$ cat config.mk
export PLATFORM = sky130hd
export DESIGN_NAME = cpu_run_controller
export DESIGN_NICKNAME = d
export VERILOG_FILES = /design/src/rtl/cpu_run_controller_pkg.sv /design/src/rtl/cpu_run_controller_stall_detector.sv /design/src/rtl/cpu_run_controller.sv
export SDC_FILE = /design/constraint.sdc
export NUM_CORES = 1
export LEC_CHECK = 0
export CAP_MARGIN = 20
export CORE_UTILIZATION = 53
export DETAILED_ROUTE_END_ITERATION = 10
export PLACE_DENSITY = 0.84
export SYNTH_ARGS = -nofsm -noshare
export SYNTH_HDL_FRONTEND = slang
export SYNTH_SLANG_ARGS = --single-unit
$ cat constraint.sdc
create_clock -name clock -period 4.6 [get_ports clock]
set_input_delay 0.46 -clock clock [delete_from_list [all_inputs] [get_ports clock]]
set_output_delay 0.46 -clock clock [all_outputs]
set_load 0.01 [all_outputs]
$ cat src/rtl/cpu_run_controller_pkg.sv
// Shared types and default signatures for the CPU run controller.
package cpu_tb_pkg;

  typedef enum logic [1:0] {IDLE, RESET_HOLD, RUN, DONE} run_state_t;

  typedef enum logic [2:0] {V_NONE, V_PASS, V_FAIL, V_STALL, V_TIMEOUT} verdict_t;

  localparam logic [31:0] DEF_PASS_VALUE = 32'h600D;
  localparam logic [31:0] DEF_FAIL_VALUE = 32'hBAD0;

endpackage

$ cat src/rtl/cpu_run_controller_stall_detector.sv
// Flags a stall when the monitored bus stays unchanged for STALL_CYCLES consecutive samples.
module stall_detector #(
  parameter int DATA_WIDTH   = 32,
  parameter int STALL_CYCLES = 8
) (
  input  logic                  clk_i,
  input  logic                  rst_ni,
  input  logic                  clear_i,
  input  logic                  en_i,
  input  logic [DATA_WIDTH-1:0] data_i,
  output logic                  stalled_o
);

  localparam bit ENABLED = (STALL_CYCLES > 0);
  localparam int SW      = (STALL_CYCLES < 2) ? 1 : $clog2(STALL_CYCLES);
  localparam int LIM     = (STALL_CYCLES < 1) ? 0 : STALL_CYCLES - 1;
  localparam logic [SW-1:0] LIM_W = SW'(LIM);

  logic [DATA_WIDTH-1:0] prev_q;
  logic                  seeded_q;
  logic [SW-1:0]         cnt_q, cnt_d;
  logic                  same;

  assign same = (data_i == prev_q);

  // The first enabled sample only seeds prev_q, so it can never count as unchanged.
  assign stalled_o = ENABLED && en_i && seeded_q && same && (cnt_q >= LIM_W);

  always_comb begin
    cnt_d = '0;
    if (seeded_q && same) begin
      cnt_d = (cnt_q < LIM_W) ? cnt_q + 1'b1 : cnt_q;
    end
  end

  always_ff @(posedge clk_i or negedge rst_ni) begin
    if (!rst_ni) begin
      seeded_q <= 1'b0;
      cnt_q    <= '0;
    end else if (clear_i) begin
      seeded_q <= 1'b0;
      cnt_q    <= '0;
    end else if (en_i) begin
      seeded_q <= 1'b1;
      cnt_q    <= cnt_d;
    end
  end

  always_ff @(posedge clk_i) begin
    if (en_i) prev_q <= data_i;
  end

endmodule

$ cat src/rtl/cpu_run_controller.sv
// Run controller: timed CPU reset, cycle counting and latched pass/fail/stall/timeout verdict.
module cpu_run_controller
  import cpu_tb_pkg::*;
#(
  parameter int                    DATA_WIDTH   = 32,
  parameter int                    RESET_CYCLES = 5,
  parameter int                    MAX_CYCLES   = 50,
  parameter int                    STALL_CYCLES = 8,
  parameter logic [DATA_WIDTH-1:0] PASS_VALUE   = DATA_WIDTH'(DEF_PASS_VALUE),
  parameter logic [DATA_WIDTH-1:0] FAIL_VALUE   = DATA_WIDTH'(DEF_FAIL_VALUE),
  parameter int                    CNT_WIDTH    = 16
) (
  input  logic                  clock,
  input  logic                  reset,
  input  logic                  start,
  input  logic [DATA_WIDTH-1:0] cpu_out,
  output logic                  cpu_reset,
  output logic                  running,
  output logic                  done,
  output logic                  pass,
  output logic                  fail,
  output logic                  timeout,
  output logic                  stall,
  output logic [CNT_WIDTH-1:0]  cycle_count,
  output logic [DATA_WIDTH-1:0] last_out
);

  localparam int HW = (RESET_CYCLES < 2) ? 1 : $clog2(RESET_CYCLES);
  localparam logic [HW-1:0]        HOLD_LAST = HW'(RESET_CYCLES - 1);
  localparam logic [CNT_WIDTH-1:0] CNT_LAST  = CNT_WIDTH'(MAX_CYCLES - 1);

  run_state_t            state_q, state_d;
  verdict_t              verdict_q, verdict_d;
  logic [HW-1:0]         hold_q, hold_d;
  logic [CNT_WIDTH-1:0]  count_q, count_d;
  logic [DATA_WIDTH-1:0] last_q, last_d;
  logic                  cpu_reset_q, running_q, done_q;
  logic                  pass_q, fail_q, stall_q, timeout_q;
  logic                  stalled;

  stall_detector #(
    .DATA_WIDTH  (DATA_WIDTH),
    .STALL_CYCLES(STALL_CYCLES)
  ) u_stall (
    .clk_i    (clock),
    .rst_ni   (reset),
    .clear_i  (state_q != RUN),
    .en_i     (state_q == RUN),
    .data_i   (cpu_out),
    .stalled_o(stalled)
  );

  always_comb begin
    state_d   = state_q;
    verdict_d = verdict_q;
    hold_d    = hold_q;
    count_d   = count_q;
    last_d    = last_q;
    unique case (state_q)
      IDLE: begin
        if (start) begin
          state_d = RESET_HOLD;
          hold_d  = '0;
        end
      end
      RESET_HOLD: begin
        count_d = '0;
        if (hold_q == HOLD_LAST) state_d = RUN;
        else                     hold_d  = hold_q + 1'b1;
      end
      RUN: begin
        count_d = (count_q == '1) ? count_q : count_q + 1'b1;
        if (cpu_out == FAIL_VALUE)      verdict_d = V_FAIL;
        else if (cpu_out == PASS_VALUE) verdict_d = V_PASS;
        else if (stalled)               verdict_d = V_STALL;
        else if (count_q == CNT_LAST)   verdict_d = V_TIMEOUT;
        if (verdict_d != V_NONE) begin
          state_d = DONE;
          last_d  = cpu_out;
        end
      end
      DONE: begin
        if (start) begin
          state_d   = RESET_HOLD;
          hold_d    = '0;
          verdict_d = V_NONE;
          last_d    = '0;
        end
      end
      default: state_d = IDLE;
    endcase
  end

  // Output flags are registered from next-state so they line up with the state register.
  always_ff @(posedge clock or negedge reset) begin
    if (!reset) begin
      state_q     <= IDLE;
      verdict_q   <= V_NONE;
      hold_q      <= '0;
      count_q     <= '0;
      last_q      <= '0;
      cpu_reset_q <= 1'b1;
      running_q   <= 1'b0;
      done_q      <= 1'b0;
      pass_q      <= 1'b0;
      fail_q      <= 1'b0;
      stall_q     <= 1'b0;
      timeout_q   <= 1'b0;
    end else begin
      state_q     <= state_d;
      verdict_q   <= verdict_d;
      hold_q      <= hold_d;
      count_q     <= count_d;
      last_q      <= last_d;
      cpu_reset_q <= (state_d != RUN);
      running_q   <= (state_d == RUN);
      done_q      <= (state_d == DONE);
      pass_q      <= (verdict_d == V_PASS);
      fail_q      <= (verdict_d == V_FAIL);
      stall_q     <= (verdict_d == V_STALL);
      timeout_q   <= (verdict_d == V_TIMEOUT);
    end
  end

  // The CPU sees reset the instant our own reset drops, without waiting for a clock edge.
  assign cpu_reset   = cpu_reset_q | ~reset;
  assign running     = running_q;
  assign done        = done_q;
  assign pass        = pass_q;
  assign fail        = fail_q;
  assign timeout     = timeout_q;
  assign stall       = stall_q;
  assign cycle_count = count_q;
  assign last_out    = last_q;

endmodule

==> impl_metrics.ini <==
[run_status]
outcome = finished clean

[placement]
io_buffers = 89
place_congestion = 0.8648
post-dp-hpwl_um = 8293

[clock_network]
clockBufferDepth = 2
root_buffer = clkbuf_8
cts_tree = done
cts_sinks = 99
clkTransAtPathRegs_ns = 0.10
post_cts_resized = 0
cts_setup_buffers = 0
clk_latency_ns = 0.37
cts_htree_levels = 3
cts_buffers = 9
hold_buffers = 0

[critical_path]
cp_slowest_cell = buf_4
worstReg2RegStart = state_q[0]
cpMostUsedCell = buf_4
path_max_fanout = 85
cp_num_buf_inv = 4
critPathKind = flip-flop to flip-flop
cp-start-kind = flip-flop
crit_family = buffers and inverters
cp.required_ns = 4.89
critPathArrivalTime_ns = 3.79
cp.depth = 10
path_cells = inv_1 > ha_2 > buf_4 > nor2b_2 > buf_4 > a21oi_2 > buf_4 > a222oi_1 > a21boi_0 > nor3b_1
critPathLaunch = state_q[0]
cpPeakStageDelay_ns = 0.70
ff2ff_path_depth = 10
end_kind = flip-flop

[sta]
tns_ns = 0
finalCritPeriodShare_pct = 76.07
rsz0062_at_grt = false
worstMarginPinSlew_ns = 0.8882
min_period_ns = 3.499
fmax_ghz = 0.2858
slew_viol_final = 0
slew_headroom_pct = 40.79
setup_viol = 0
finClkSkew_ns = 0.01092
hold_viol_final = 0

[detailed_routing]
routed_wl_um = 12030
routed_via_density = 6.045
drt_iter0_drc = 346
detail-route-antenna-nets = 0
drt-wirelength-per-cell_um = 17.54
dr.pass1.iters = 7
route.detailed.drc = 0
vias = 4147

[power_and_ir_drop]
combPwrFrac_pct = 35.5
switchingPower_uw = 1033
ir_worst_vdd_mv = 0.2778
clock_power_share_pct = 21.8
leakagePower_uw = 0.002408
cellPowerDensity_nw_per_um2 = 467.5
internal-power_uw = 1877
swShare_pct = 35.51
seq_power_share_pct = 42.7
power_uw = 2911

[cells_and_area]
final_layout_size_suffix_gt1_share_pct = 5.739
nets = 615
antenna_cells = 0
nFillCells = 719
final_cell_mix = clkdlybuf4s50_1 (88), nand2_1 (86), dfrtp_1 (66)
syn_to_final_growth_pct = 24.24
final_common_cell = clkdlybuf4s50_1

[die]
die_width_um = 99.24
io-pin-count = 90
rows = 35
coreArea_um2 = 9196
initial_core_util_pct = 54.49
die-area_um2 = 9848
die_h_um = 99.24

[synth]
synth_fa_ha_area_share_pct = 2.497
ys_ff_latch = 99
synth_xor_area_share_pct = 6.642
ys.flop_type = dfrtp_1
synth_area_um2 = 5011
synth_warnings = 0
synth-simple-area-share_pct = 20.17
synth_seq_area_share_pct = 52.66
synthCells = 488
synth-async-reset-ratio_pct = 67.68
synth_cell_types = 47
synth_enable_flop_cells = 32
synth_nets = 533
synth_compound_gate_area_share_pct = 14.31
syn_area_per_cell_um2 = 10.27
synth_top_family_by_area = simple AND/OR/NAND/NOR gates
synthMuxAreaShare_pct = 0.6242

[global_routing]
grt_pass1_wl_um = 19740
antenna_found_initial = 0
grt_overflow = 0
grt_max_degree = 86
grt.total_usage_pct = 25.55
grt_pass1_vias = 3973

[flow_run]
cap_violations = 0

[min_path]
hold_class = input port to asynchronous set/reset pin
==> registers in the layout, indices dropped and copies added (netlist names) <==
signal            cells
fail                  1
done                  1
u_stall.prev_q       32
last_out             32
cycle_count          16
state_q               2
timeout               1
u_stall.seeded_q      1
pass                  1
cpu_reset_q           1
u_stall.cnt_q         3
verdict_q             3
hold_q                3
stall                 1
running               1
==> metal layers <==
metal	global-route usage (%)	vias to the layer above	part of all wire [%]
met1	34.67	2049	44
met3	4.357	19	4.5
met4	8.258	0	1.3
li1	-	1950	-
met5	0	-	0
met2	42.15	129	50
==> stage by stage <==
step | setup slack, ns | hold WS (ns) | instance area (µm²) | utilization [%] | std cells
floorplan | 1.200 | 0.1644 | 5011 | - | 488
global placement | 1.213 | 0.4659 | 5983 | 65.06 | 669
detailed placement | 1.043 | 0.5187 | 5983 | 65.06 | 669
CTS | 1.115 | 0.3111 | 6211 | 67.54 | 685
global route | 0.8637 | 0.3502 | 6226 | 67.70 | 686
finish | 1.101 | 0.2705 | 6226 | 67.70 | 686
==> cells in the mapped netlist, drive strengths merged, types with 2 or more instances <==
library cell	instances	area (µm²)
a211oi	2	15.01
a21boi	2	15.01
a21oi	7	35.03
a31oi	5	31.28
and2	3	18.77
and3	8	50.05
and4b	2	20.02
buf	7	42.54
clkbuf	19	71.32
dfrtp	66	1652
edfxtp	32	960.9
ha	10	125.1
inv	11	41.29
mux2i	2	20.02
nand2	86	322.8
nand2b	6	37.54
nand3	9	45.04
nand4	11	68.82
nor2	21	78.83
nor2b	7	43.79
nor3	10	50.05
nor3b	3	22.52
nor4	19	133.9
nor4b	4	35.03
o211ai	62	465.5
o21a	3	22.52
o21ai	11	55.05
o31a	2	17.52
o31ai	3	22.52
or2	4	25.03
or3	3	18.77
xnor2	9	78.83
xor2	29	254.0
==> area by class of cell <==
type / instances / area (µm²) / share of cell area [%]
sequential: 99 / 2639 / 42.38
timing repair buffer: 97 / 953.4 / 15.31
inverter: 11 / 41.29 / 0.6632
clock inverter: 5 / 86.33 / 1.387
multi-input combinational: 352 / 2226 / 35.75
clock buffer: 11 / 141.4 / 2.271
tap: 111 / 138.9 / 2.231
==> power groups by stage <==
| stage | logic, µW | registers, µW | clock network (µW) |
|---|---|---|---|
| after floorplan | 575 | 1280 | 0 |
| after global placement | 970 | 1250 | 0 |
| after detailed placement | 1010 | 1260 | 0 |
| after CTS | 1010 | 1240 | 636 |
| after global routing | 1130 | 1260 | 678 |
| final | 1030 | 1240 | 635 |
==> cells by family (layout without fill, tap and decap cells) <==
group                      count (synthesis)  count (layout)
DFF                                       99              99
and+or+nand+nor                          200             200
muxes                                      3               3
buffers and inverters                     37             124
xor gates and xnor gates                  38              38
AOI/OAI and AO/OA                        101             101
adders and majority gates                 10              10
==> worst paths after layout <==
check                      slack (ns)               end
setup / recovery                 1.10              fail
hold / removal                   0.27      last_out[12]
setup reg to reg                 1.10              fail
hold reg to reg                  0.54  u_stall.cnt_q[0]
max in group asynchronous        3.76      last_out[20]
min in group clock               0.54  u_stall.cnt_q[0]
==> worst reg2reg max path, stage by stage, from the launching register on <==
cell	delay (ns)
dfrtp_1	0.44
inv_1	0.12
ha_2	0.19
buf_4	0.70
nor2b_2	0.28
buf_4	0.31
a21oi_2	0.06
buf_4	0.26
a222oi_1	0.40
a21boi_0	0.44
nor3b_1	0.23
Note: power is estimated with default switching activity, not from simulation.
==> RTL change (config.mk and constraints unchanged) <==
Re-encode `run_state_t` (4 states) as one-hot, 4 bits wide.
--- a/src/rtl/cpu_run_controller_pkg.sv
+++ b/src/rtl/cpu_run_controller_pkg.sv
@@ -2,5 +2,5 @@
 package cpu_tb_pkg;
 
-  typedef enum logic [1:0] {IDLE, RESET_HOLD, RUN, DONE} run_state_t;
+  typedef enum logic [3:0] {IDLE = 4'b0001, RESET_HOLD = 4'b0010, RUN = 4'b0100, DONE = 4'b1000} run_state_t;
 
   typedef enum logic [2:0] {V_NONE, V_PASS, V_FAIL, V_STALL, V_TIMEOUT} verdict_t;
Formal check against the unedited RTL: same outputs for any inputs over 10 cycles, from zero or initial values and one cycle with reset low; not proved beyond that.
==> RTL change against the unedited design <==
- the run now ends with DRC left
- synthesized area is 3.0% lower
- setup slack gained 0.55 ns
- global-route usage down 1.6 points
- critical path depth is 3 lower
- design area fell by 3.1%
- clock skew up 0.0059 ns
- power down 20%
- sequential power decreased by 7%
- sequential cell count grew 2
- synthesized cell count down 9.8%
- core utilization increased by 0.81 points
- worst hold slack gained 0.11 ns
- wire length shrank 7.0%
==> RTL change: results (changes against the unedited design) <==
[global_route]
antenna_found_initial=0  ; unchanged
grt_pass1_wl_mm=17.95  ; was 19.74 mm
grt_pass1_vias=3624  ; was 3973
track_usage_pct=23.97  ; was 25.55%
grt_start_max_net_pins=70  ; was 86

[yosys]
yosysWarnings=0  ; unchanged
synth.area.top_cells=dfrtp_1 (34%), edfxtp_1 (20%), mux2i_1 (6.6%)  ; was dfrtp_1 (33%), edfxtp_1 (19%), o211ai_1 (9.3%)
synth_edf_count=32  ; unchanged
synth_common_cells=dfrtp_1 (67), nand2_1 (49), inv_1 (39)  ; was nand2_1 (86), dfrtp_1 (66), o211ai_1 (62)
ys_seq_area_share_pct=55.33  ; was 52.66%
synth-async-reset-ratio_pct=68.32  ; was 67.68%
syn_avg_cell_area_um2=11.05  ; was 10.27 µm²
yosysUniqueCellTypes=51  ; was 47
synth_fp_nets=481  ; was 533

[clock_tree]
cts-buffers-inserted=9  ; unchanged
cts_hold_buf=0  ; unchanged
path_clk_slew_ns=0.11
cts_resized=0  ; unchanged
worstSkewPairLatency_ns=0.37  ; about the same
post_cts.repair.setup_buffers=0  ; unchanged
clockBufferDepth=2  ; unchanged
ctsHtreeMaxLevel=3  ; unchanged
clock-root-buffer=clkbuf_8  ; unchanged

[cells_and_area]
multi_input_area_mm2=0.001921  ; was 0.002226 mm²
drive_above_1_share_pct=6.343  ; was 5.739%
final_cell_count_no_fill=644  ; was 686
nNetsFinal=572  ; was 615
diodes=0  ; unchanged
fill_cells=659  ; was 719

[placement]
portBuffers=89  ; unchanged
gp_congestion=0.8969  ; was 0.8648
placed_cells=626  ; was 669
pre_cts_ws_ns=1.228  ; was 1.043 ns
placedInstanceArea_mm2=0.005808  ; was 0.005983 mm²
hpwl_mm=7.839  ; was 8.293 mm

[timing]
finalClockSkew_ns=0.01679  ; was 0.01092 ns
slew_headroom_pct=41.48  ; was 40.79%
final.setup.tns_ns=0  ; unchanged

[pwr]
vdd_drop_max_mv=0.2528  ; was 0.2778 mV
p_leak_nw=2.751  ; was 2.408 nW

[detailed_routing]
viasPerCell=5.697  ; was 6.045
drt_iter0_drc=216  ; was 346
drc=12  ; was 0
first_pass_iters=7  ; unchanged
wl_mm=11.20  ; was 12.03 mm

[setup_path]
crit_start=state_q[3]  ; was state_q[0]
cp_top_family=simple AND/OR/NAND/NOR gates  ; was buffers and inverters
cp_slowest_cell=or4b_4  ; was buf_4
arrival_ns=3.23  ; was 3.79 ns
crit_path_max_fanout=22  ; was 85
max_stage_delay_ns=0.70  ; about the same

[min_path]
min_path_type=in -> async  ; unchanged

[run_status]
violations=DRC
status=finished with violations  ; was finished, final reports clean

==> RTL change: cell types whose count changed after synthesis, moves of 7 or more <==
cell / delta
inv_1: +28
o211ai_1: -61
clkbuf_1: -11
nand2_1: -37
mux2i_1: +30
and3_1: -7
nor2_1: +7
==> RTL change: cells by family (layout without fill, tap and decap cells) <==
group           Yosys count  count (layout)  synth area share, %
fa+ha+maj                 6               6                1.544
buf+inv                  55             151                5.172
flops                   101             101                55.33
xor+xnor                 44              44                7.926
mux                      32              32                6.588
compound gates           34              34                4.787
simple gates            168             168                18.66
==> RTL change: final timing paths <==
check	end	slack, ns	depth (start not counted)
setup reg to reg	last_out[7]	1.65	7
hold / removal	last_out[16]	0.38	2
min in group clock	u_stall.cnt_q[0]	0.49	1
setup / recovery	last_out[7]	1.65	7
hold reg to reg	u_stall.cnt_q[0]	0.49	1
max in group asynchronous	u_stall.seeded_q	3.63	2
==> RTL change: routing by layer <==
| layer | wire length (µm) | GRT usage, % |
|---|---|---|
| met1 | 4832 | 32.53 |
| met2 | 5441 | 38.19 |
| met3 | 663 | 4.510 |
| met4 | 261 | 10.02 |
| met5 | 0 | 0 |
==> RTL change: report_power, final <==
| part | leakage, nW | switching, mW | internal [mW] |
|---|---|---|---|
| sequential | 1.16 | 0.0859 | 1.07 |
| combinational | 1.49 | 0.280 | 0.330 |
| clock | 0.104 | 0.320 | 0.239 |
==> RTL change: area by class of cell <==
type	count	area share, %
Multi-Input combinational cell	284	31.83
Clock inverter	6	0.8503
Timing Repair Buffer	94	15.47
Sequential cell	101	44.59
Inverter	41	2.551
Tap cell	108	2.240
Clock buffer	10	2.468
